==> src/rtl/sz_seq_pkg.sv <==
// Shared types and constants for the sz_inner sequencer.
package sz_seq_pkg;

    typedef enum logic [2:0] {
        StIdle,
        StStream,
        StDrain,
        StFlush,
        StDone
    } seq_state_e;

    localparam int unsigned CODE_W            = 2;
    localparam int unsigned CODES_PER_BYTE    = 4;
    localparam int unsigned DRAIN_CYC_DEFAULT = 45;

    // Drop a code into its slot; slot 0 is the most significant pair.
    function automatic logic [7:0] place_code(input logic [7:0]        acc,
                                              input logic [CODE_W-1:0] code,
                                              input logic [1:0]        slot);
        logic [7:0] shifted;
        shifted = {code, 6'b000000} >> {slot, 1'b0};
        return acc | shifted;
    endfunction

endpackage

==> src/rtl/sz_inner_seq_packer.sv <==
// Packs 2-bit encode codes into bytes, first code in [7:6]; flush emits a
// partial byte with the unused low slots zero.
module sz_code_packer
    import sz_seq_pkg::*;
(
    input  logic              clk,
    input  logic              rst,
    input  logic [CODE_W-1:0] code,
    input  logic              code_valid,
    input  logic              flush,
    output logic [7:0]        code_byte,
    output logic              code_byte_valid,
    output logic [1:0]        occupancy
);

    logic [7:0] acc_q, acc_d;
    logic [1:0] cnt_q, cnt_d;
    logic       emit;
    logic [7:0] emit_byte;
    logic [7:0] acc_with;

    // Next accumulator/slot and whether a byte leaves this cycle.
    always_comb begin
        acc_d     = acc_q;
        cnt_d     = cnt_q;
        emit      = 1'b0;
        emit_byte = 8'h00;
        acc_with  = place_code(acc_q, code, cnt_q);
        if (code_valid) begin
            if (cnt_q == 2'(CODES_PER_BYTE - 1)) begin
                emit      = 1'b1;
                emit_byte = acc_with;
                acc_d     = 8'h00;
                cnt_d     = 2'd0;
            end else begin
                acc_d = acc_with;
                cnt_d = cnt_q + 2'd1;
            end
        end
        // A just-completed byte already cleared the slots, so no double emit.
        if (flush && cnt_d != 2'd0) begin
            emit      = 1'b1;
            emit_byte = acc_d;
            acc_d     = 8'h00;
            cnt_d     = 2'd0;
        end
    end

    // Register the accumulator and the outgoing byte strobe.
    always_ff @(posedge clk) begin
        if (rst) begin
            acc_q           <= 8'h00;
            cnt_q           <= 2'd0;
            code_byte       <= 8'h00;
            code_byte_valid <= 1'b0;
        end else begin
            acc_q           <= acc_d;
            cnt_q           <= cnt_d;
            code_byte_valid <= emit;
            if (emit) begin
                code_byte <= emit_byte;
            end
        end
    end

    assign occupancy = cnt_q;

endmodule

==> src/rtl/sz_inner_seq.sv <==
// Sequencer around the sz_inner core: forwards a block of samples, keeps the
// core alive for a drain window, packs encode codes into bytes.
// Optional stats outputs are built when SZ_SEQ_STATS_EN is defined.
module sz_inner_seq
    import sz_seq_pkg::*;
#(
    parameter int unsigned DATA_W    = 32,
    parameter int unsigned LEN_W     = 20,
    parameter int unsigned DRAIN_CYC = DRAIN_CYC_DEFAULT
) (
    input  logic              clk,
    input  logic              rst,
    input  logic              start,
    input  logic [LEN_W-1:0]  block_len,
    input  logic [DATA_W-1:0] in_data,
    input  logic              in_valid,
    output logic              in_ready,
    output logic [DATA_W-1:0] sz_data_in,
    output logic              sz_enable,
    output logic              sz_hold,
    input  logic [1:0]        sz_code,
    input  logic              sz_code_valid,
    output logic [7:0]        code_byte,
    output logic              code_byte_valid,
    output logic              busy,
    output logic              done,
    output logic              err_late
`ifdef SZ_SEQ_STATS_EN
    ,
    output logic [LEN_W-1:0]  stat_beats,
    output logic [LEN_W-1:0]  stat_bytes
`endif
);

    localparam logic [7:0] DRAIN_LAST = 8'(DRAIN_CYC - 1);

    seq_state_e       state_q;
    logic [LEN_W-1:0] block_len_q;
    logic [LEN_W-1:0] beat_cnt_q;
    logic [7:0]       drain_cnt_q;
    logic             beat;
    logic             code_window;
    logic             pack_valid;
    logic             drain_last;
    logic             pack_flush;
    logic [1:0]       pack_occ;

    // Handshake and window decode from the current state.
    always_comb begin
        in_ready    = (state_q == StStream);
        busy        = (state_q != StIdle);
        beat        = in_valid && in_ready;
        code_window = (state_q == StStream) || (state_q == StDrain);
        pack_valid  = sz_code_valid && code_window;
        // The drain window only counts once the last sz_enable has gone low.
        drain_last  = (state_q == StDrain) && !sz_enable && (drain_cnt_q == DRAIN_LAST);
        pack_flush  = drain_last && ((pack_occ != 2'd0) || pack_valid);
    end

    // Block FSM with registered core-side outputs.
    always_ff @(posedge clk) begin
        if (rst) begin
            state_q     <= StIdle;
            block_len_q <= '0;
            beat_cnt_q  <= '0;
            drain_cnt_q <= 8'd0;
            sz_data_in  <= '0;
            sz_enable   <= 1'b0;
            sz_hold     <= 1'b0;
            done        <= 1'b0;
            err_late    <= 1'b0;
        end else begin
            sz_enable <= 1'b0;
            done      <= 1'b0;
            if (sz_code_valid && !code_window) begin
                err_late <= 1'b1;
            end
            unique case (state_q)
                StIdle: begin
                    if (start) begin
                        block_len_q <= block_len;
                        beat_cnt_q  <= '0;
                        drain_cnt_q <= 8'd0;
                        sz_hold     <= 1'b1;
                        state_q     <= (block_len == '0) ? StDrain : StStream;
                    end
                end
                StStream: begin
                    if (beat) begin
                        sz_data_in <= in_data;
                        sz_enable  <= 1'b1;
                        beat_cnt_q <= beat_cnt_q + 1'b1;
                        if (beat_cnt_q == block_len_q - 1'b1) begin
                            state_q <= StDrain;
                        end
                    end
                end
                StDrain: begin
                    if (drain_last) begin
                        sz_hold <= 1'b0;
                        state_q <= StFlush;
                    end else if (!sz_enable) begin
                        drain_cnt_q <= drain_cnt_q + 8'd1;
                    end
                end
                StFlush: begin
                    done    <= 1'b1;
                    state_q <= StDone;
                end
                StDone: begin
                    state_q <= StIdle;
                end
                default: begin
                    state_q <= StIdle;
                end
            endcase
        end
    end

    sz_code_packer u_packer (
        .clk             (clk),
        .rst             (rst),
        .code            (sz_code),
        .code_valid      (pack_valid),
        .flush           (pack_flush),
        .code_byte       (code_byte),
        .code_byte_valid (code_byte_valid),
        .occupancy       (pack_occ)
    );

`ifdef SZ_SEQ_STATS_EN
    // Per-block beat and byte counts, frozen from DONE until the next start.
    always_ff @(posedge clk) begin
        if (rst) begin
            stat_beats <= '0;
            stat_bytes <= '0;
        end else if (state_q == StIdle) begin
            if (start) begin
                stat_beats <= '0;
                stat_bytes <= '0;
            end
        end else if (state_q != StDone) begin
            if (beat) begin
                stat_beats <= stat_beats + 1'b1;
            end
            if (code_byte_valid) begin
                stat_bytes <= stat_bytes + 1'b1;
            end
        end
    end
`endif

endmodule

==> config.mk <==
export PLATFORM = sky130hd
export DESIGN_NAME = sz_inner_seq
export DESIGN_NICKNAME = d
export VERILOG_FILES = /design/src/rtl/sz_seq_pkg.sv /design/src/rtl/sz_inner_seq_packer.sv /design/src/rtl/sz_inner_seq.sv
export SDC_FILE = /design/constraint.sdc
export NUM_CORES = 1
export LEC_CHECK = 0
export BUFFER_PORTS_ARGS = -buffer_cell sky130_fd_sc_hd__buf_2
export CORE_AREA = 5 5 112 88
export CTS_CLUSTER_DIAMETER = 80
export DETAILED_ROUTE_END_ITERATION = 6
export DIE_AREA = 0 0 117 93
export PLACE_DENSITY = 0.84
export SETUP_SLACK_MARGIN = 0.4
export SLEW_MARGIN = 20
export SYNTH_ARGS = -nofsm -noshare
export SYNTH_HDL_FRONTEND = slang
export SYNTH_SLANG_ARGS = --single-unit
==> constraint.sdc <==
create_clock -name clk -period 4.71 [get_ports clk]
set_clock_uncertainty 0.2 [all_clocks]
set_input_delay 0.7065 -clock clk [delete_from_list [all_inputs] [get_ports clk]]
set_output_delay 0.7065 -clock clk [all_outputs]
set_load 0.01 [all_outputs]
# == Word-level counts from Yosys, hierarchy flattened ==
# Index checks and enable logic that the tools add are counted.
# Widths: inputs -> output; s select.
# word_totals
reg_bits,106
output_inout_bits,47
wordCells,86
# op_classes
add_sub_neg,4
n_eq_ne,12
shifts,1
n_mux,28
n_bitwise,2
n_reduce_logical,26
# ops
op,n
$mux 8,8
$mux 20,2
$pmux 20 s2,1
$add 20x1->20 const B,1
$eq 20x20->1,1
$logic_not 20->1,1
$sub 20x1->20 const B,1
$pmux 8 s2,1
$mux 3,4
$pmux 3 s4,1
$add 8x1->8 const B,1
$eq 8x6->1 const B,1
$ne 2x2->1 const B,4
$or 8x8->8,1
$reduce_and 4->1,2
$reduce_bool 2->1,4
$shr 8x3->8,1
$logic_and 1x1->1,7
$mux 1,7
$eq 3x2->1 const B,2
$mux 2,3
$reduce_and 3->1,2
$ne 2x1->1 const B,2
$reduce_and 2->1,2
10 further kinds,13

# == Longest topological paths before layout ==
# depth
ltp_word,7
depth_mapped,9

# == Hierarchy ==
# Synthesis repeated with hierarchy kept, for this count alone.
# hier_totals
hier_cells,614
hier_area_um2,5057.4
# modules_own_cells
module,instances,cells_each,area_each_um2
sz_inner_seq,1,523,4146.5
sz_code_packer,1,91,910.9

# == Worst setup path after synthesis ==
# OpenSTA, ideal clock, no wires.
# synth_path
path_type,register to register
from,register u_packer.cnt_q[0] (netlist: u_packer.occupancy[0])
to,register u_packer.acc_q[0]
arrival_time_ns,2.078
t_required_ns,4.445
path_slack_ns,2.367
path_stages_with_launch,10
path_buffers,2
synth_period_minus_slack_ns,2.343
path_cell_list,dfxtp_1 -> clkbuf_1 -> inv_1 -> ha_1 -> or2_1 -> mux2i_1 -> nor2_1 -> or3_1 -> buf_2 -> nor2b_1
# synth_between
elab_chain_len,6
# synth_lines
element,line_no,source
from (decl),sz_inner_seq_packer.sv:17,"logic [1:0] cnt_q, cnt_d;"
from (signal assigned),sz_inner_seq_packer.sv:58,cnt_q <= cnt_d;
$add 2x1->2 or $eq 2x2->1 (tied branches),"sz_inner_seq_packer.sv:37, sz_inner_seq_packer.sv:30",
$mux 2,sz_inner_seq_packer.sv:30,if (cnt_q == 2'(CODES_PER_BYTE - 1)) begin
$mux 2,sz_inner_seq_packer.sv:29,if (code_valid) begin
$reduce_bool 2->1,sz_inner_seq_packer.sv:41,if (flush && cnt_d != 2'd0) begin
$logic_and 1x1->1,sz_inner_seq_packer.sv:41,
$reduce_or 2->1 (no line),--,
to (signal assigned),sz_inner_seq_packer.sv:52,acc_q <= 8'h00;
to (signal assigned),sz_inner_seq_packer.sv:57,acc_q <= acc_d;
to (decl),sz_inner_seq_packer.sv:16,"logic [7:0] acc_q, acc_d;"
# Parallel ways exist; a longest one is shown, timed or not.
# A chain may end at the register's enable or synchronous reset.

# == Worst setup path after layout ==
# layout_path
from,register state_q[0]
to,register u_packer.code_byte[4]
# layout_between
elab_chain_len,7
# layout_lines
element,line_no,source
from (decl),sz_inner_seq.sv:37,seq_state_e state_q;
from (signal assigned),sz_inner_seq.sv:63,state_q <= StIdle;
from (signal assigned),sz_inner_seq.sv:85,state_q <= (block_len == '0) ? StDrain : StStream;
from (signal assigned),sz_inner_seq.sv:94,state_q <= StDrain;
$eq 3x1->1 or $eq 3x2->1 (tied branches),"sz_inner_seq.sv:53, sz_inner_seq.sv:56",
$logic_or 1x1->1,sz_inner_seq.sv:53,code_window = (state_q == StStream) || (state_q == StDrain);
$logic_and 1x1->1,sz_inner_seq.sv:54,pack_valid = sz_code_valid && code_window;
$mux 2 or $logic_or 1x1->1 (tied branches),"sz_inner_seq_packer.sv:29, sz_inner_seq.sv:57",
$reduce_bool 2->1 or $logic_and 1x1->1 (tied branches),"sz_inner_seq_packer.sv:41, sz_inner_seq.sv:57",
$logic_and 1x1->1,sz_inner_seq_packer.sv:41,
$mux 8 or $mux 1 (tied branches),sz_inner_seq_packer.sv:41,
to (signal assigned),sz_inner_seq_packer.sv:61,code_byte <= emit_byte;
to (decl),sz_inner_seq_packer.sv:11,"output logic [7:0] code_byte,"
# Parallel ways exist; a longest one is shown, timed or not.

==> results by group <==
Clocking
  – CTS tree: yes
  – PostCTS Resize Cnt: 0
  – Clock input transition at the sequential cells of the worst setup and hold paths: 70 ps
  – CTS H-tree lvls: 3
  – Clock Path Buffers: 2
  – TritonCTS buffer count: 9
  – Sink Count: 106
  – Worst skew pair latency: 340 ps
  – Root Buffer: clkbuf_16
  – Hold Buf Count CTS: 0
  – Postcts setup bufs: 0

Yosys
  – Syn_nets: 682
  – Post-synth top flop: dfxtp_1
  – Mapped cell area: 4970 um2
  – Mapped Cells: 617
  – Yosys reg bits: 106
  – Area leader, netlist: dfxtp_1
  – Mean post-synth cell area: 8.05 um2
  – Seq/Total Area, Yosys: 0.427
  – Async set-or-reset flop fraction in the synthesized netlist: 0
  – Syn. warnings: 0
  – Post-synthesis cell type count: 60
  – Share of the synthesized area in the top cell type: 0.427
  – Synth top area cells: dfxtp_1 43%, nand2_1 10%, a21oi_1 7.4%, xnor2_1 4.4%, nor2_1 4.0%
  – EDFF count, synth: 0

Global route
  – First-pass GRT wire length: 20,900 um
  – Pin count of the biggest net entering global routing: 39
  – Initial antenna violation count: 0
  – Overall Global Routing Usage: 0.238
  – Global route total overflow: 0
  – Number of global-route vias before repair: 4,464

Timing
  – Worst slew margin: 0.414
  – Worst-margin pin slew: 879 ps
  – Final hold vios: 0
  – Max Slew Vio Count: 0
  – Final min period: 3110 ps
  – Post-route worst setup slack: 1600 ps
  – Fmax: 0.322 GHz
  – Final worst path period share: 0.659
  – Final setup viols: 0
  – RSZ-0062 raised after global routing: no
  – Setup TNS: 0 ps

Pwr
  – Power per cell area: 357 nW/um2
  – VDD IR max: 0.000269 V
  – Leak: 2.34 nW

Cells and area
  – Layout cell share with drive strength beyond 1: 0.188
  – Synthesis-to-finish area growth: 16.9%
  – ANT cells: 0
  – Most common cell after layout, fill and taps aside: nand2_1
  – Most frequent cells in the layout: 132 x nand2_1, 106 x dfxtp_1, 105 x buf_2
  – Number of fill cells: 712
  – Non-Filler Instances: 818
  – Fin util: 0.667
  – Final nets: 768
  – Post-route cell area: 5810 um2

Routing
  – Detailed Route WL: 12,700 um
  – Vias per inst: 5.73
  – Uppermost layer routed: met4
  – Final ANT Viol Nets: 0
  – DRC: 0
  – First-pass DRT Iterations: 5
  – Met2 WL: 5990 um
  – Met3 Wirelength: 1120 um
  – Vias: 4,684
  – Drt wl/cell: 15.6 um
  – WL met1: 5450 um
  – Initial drt markers: 396

Floorplan
  – Die H: 93 um
  – Initial Util: 0.570
  – Row cnt: 30
  – I/O pin count: 106
  – Die area: 10,900 um2
  – Core Box Area: 8710 um2
  – Chip width: 117 um

Worst setup path
  – Worst setup EP type: flip-flop
  – WP data required: 4740 ps
  – CP startpoint kind: flip-flop
  – CP peak stage delay: 720 ps
  – R2R Path End: u_packer.code_byte[4]
  – WP data arrival: 3140 ps
  – Critical path, cell by cell: xnor2_1, nor3b_2, mux2i_1, o21ai_1, a21oi_1, o221a_1
  – Slowest-stage cell, CP: nor3b_2
  – FF-to-FF path depth: 6
  – R2R setup slack: 1600 ps
  – Crit path kind: reg -> reg
  – Worst R2R Start: state_q[0]
  – Max Fanout on Critical Path: 14

Place
  – GP Congestion: 0.877
  – Placed cell area: 5520 um2
  – PortBufs: 105
  – Dpl cells: 804
  – Post-DP HPWL: 9190 um
  – Pre-CTS setup slack: 1630 ps

Worst hold path
  – Origin of the worst min-delay path: err_late
  – Hold crit path type: reg -> reg
  – Hold Crit Depth: 2
  – Hold Crit Endpoint: err_late

Flow run
  – Max cap viols: 0

Run status
  – Status: complete, no violations
routing by layer:
layer  vias up  GRT usage
li1       2294          -
met3        22     0.0550
met4         0     0.0697
met5         -          0
met2       199      0.385
met1      2169      0.316
where the power goes:
part	switching (mW)	internal, mW
sequential	0.0497	0.935
combinational	0.208	0.146
clock	0.312	0.422
total	0.569	1.50
through the flow:
stage          power, mW  hold slack, ps
3_5_place_dp        1.35             241
6_report            2.07             251
5_1_grt             2.16             271
3_3_place_gp        1.34             239
2_1_floorplan       1.25             238
4_1_cts             2.08             249
flip-flops by register name, summed over array words and instances (netlist names):
register	count
state_q	3
u_packer.occupancy	2
u_packer.acc_q	8
sz_enable	1
err_late	1
done	1
sz_hold	1
u_packer.code_byte_valid	1
sz_data_in	32
u_packer.code_byte	8
block_len_q	20
drain_cnt_q	8
beat_cnt_q	20
cells in the mapped netlist (all sizes together), types with 2 or more instances:
cell type,n
nand2,133
dfxtp,106
a21oi,74
nor2,53
xnor2,26
clkbuf,25
xor2,19
nor3,17
or3,17
nand3,15
inv,14
o21ai,14
buf,8
nor2b,8
nor4,8
a31oi,7
nand4,7
and3,6
ha,6
mux2i,6
o221a,4
and4,3
nand2b,3
a311oi,2
a41o,2
and2,2
and3b,2
nor3b,2
nor4bb,2
o211a,2
o21a,2
o311ai,2
o41ai,2
or2,2
layout make-up:
| class | count | area, um2 | share of cell area |
|---|---|---|---|
| clock inverters | 2 | 38.8 | 0.00668 |
| flip-flops and latches | 106 | 2120 | 0.366 |
| repair buffers | 108 | 548 | 0.0944 |
| well taps | 112 | 140 | 0.0241 |
| inverters | 14 | 52.6 | 0.00905 |
| multi-input cells | 464 | 2660 | 0.458 |
| clock buffers | 12 | 246 | 0.0425 |
critical path: cells and delay by family (launching register included):
| kind | cells | cell delay, ps |
|---|---|---|
| DFF | 1 | 560 |
| AOI/OAI and AO/OA | 3 | 1100 |
| xor gates and xnor gates | 1 | 160 |
| and+or+nand+nor | 1 | 720 |
| muxes | 1 | 250 |
cells by family (layout without fill, tap and decap cells):
family / Yosys count / in the layout / synth area share
simple gates: 287 / 287 / 0.281
compound gates: 120 / 120 / 0.146
flops: 106 / 106 / 0.427
buf+inv: 47 / 136 / 0.0380
xor+xnor: 45 / 45 / 0.0809
fa+ha+maj: 6 / 6 / 0.0151
mux: 6 / 6 / 0.0121
how the worst max path moves through the flow:
stage	to	from	slack (ps)
2_1_floorplan	u_packer.acc_q[0]	u_packer.occupancy[0]	2370
4_1_cts	u_packer.code_byte[2]	state_q[0]	1650
6_report	u_packer.code_byte[4]	state_q[0]	1600
5_1_grt	u_packer.code_byte[3]	state_q[0]	1350
3_3_place_gp	u_packer.code_byte[4]	sz_code_valid	1750
3_5_place_dp	u_packer.code_byte[2]	sz_code_valid	1630
(Power assumes the default switching activity.)
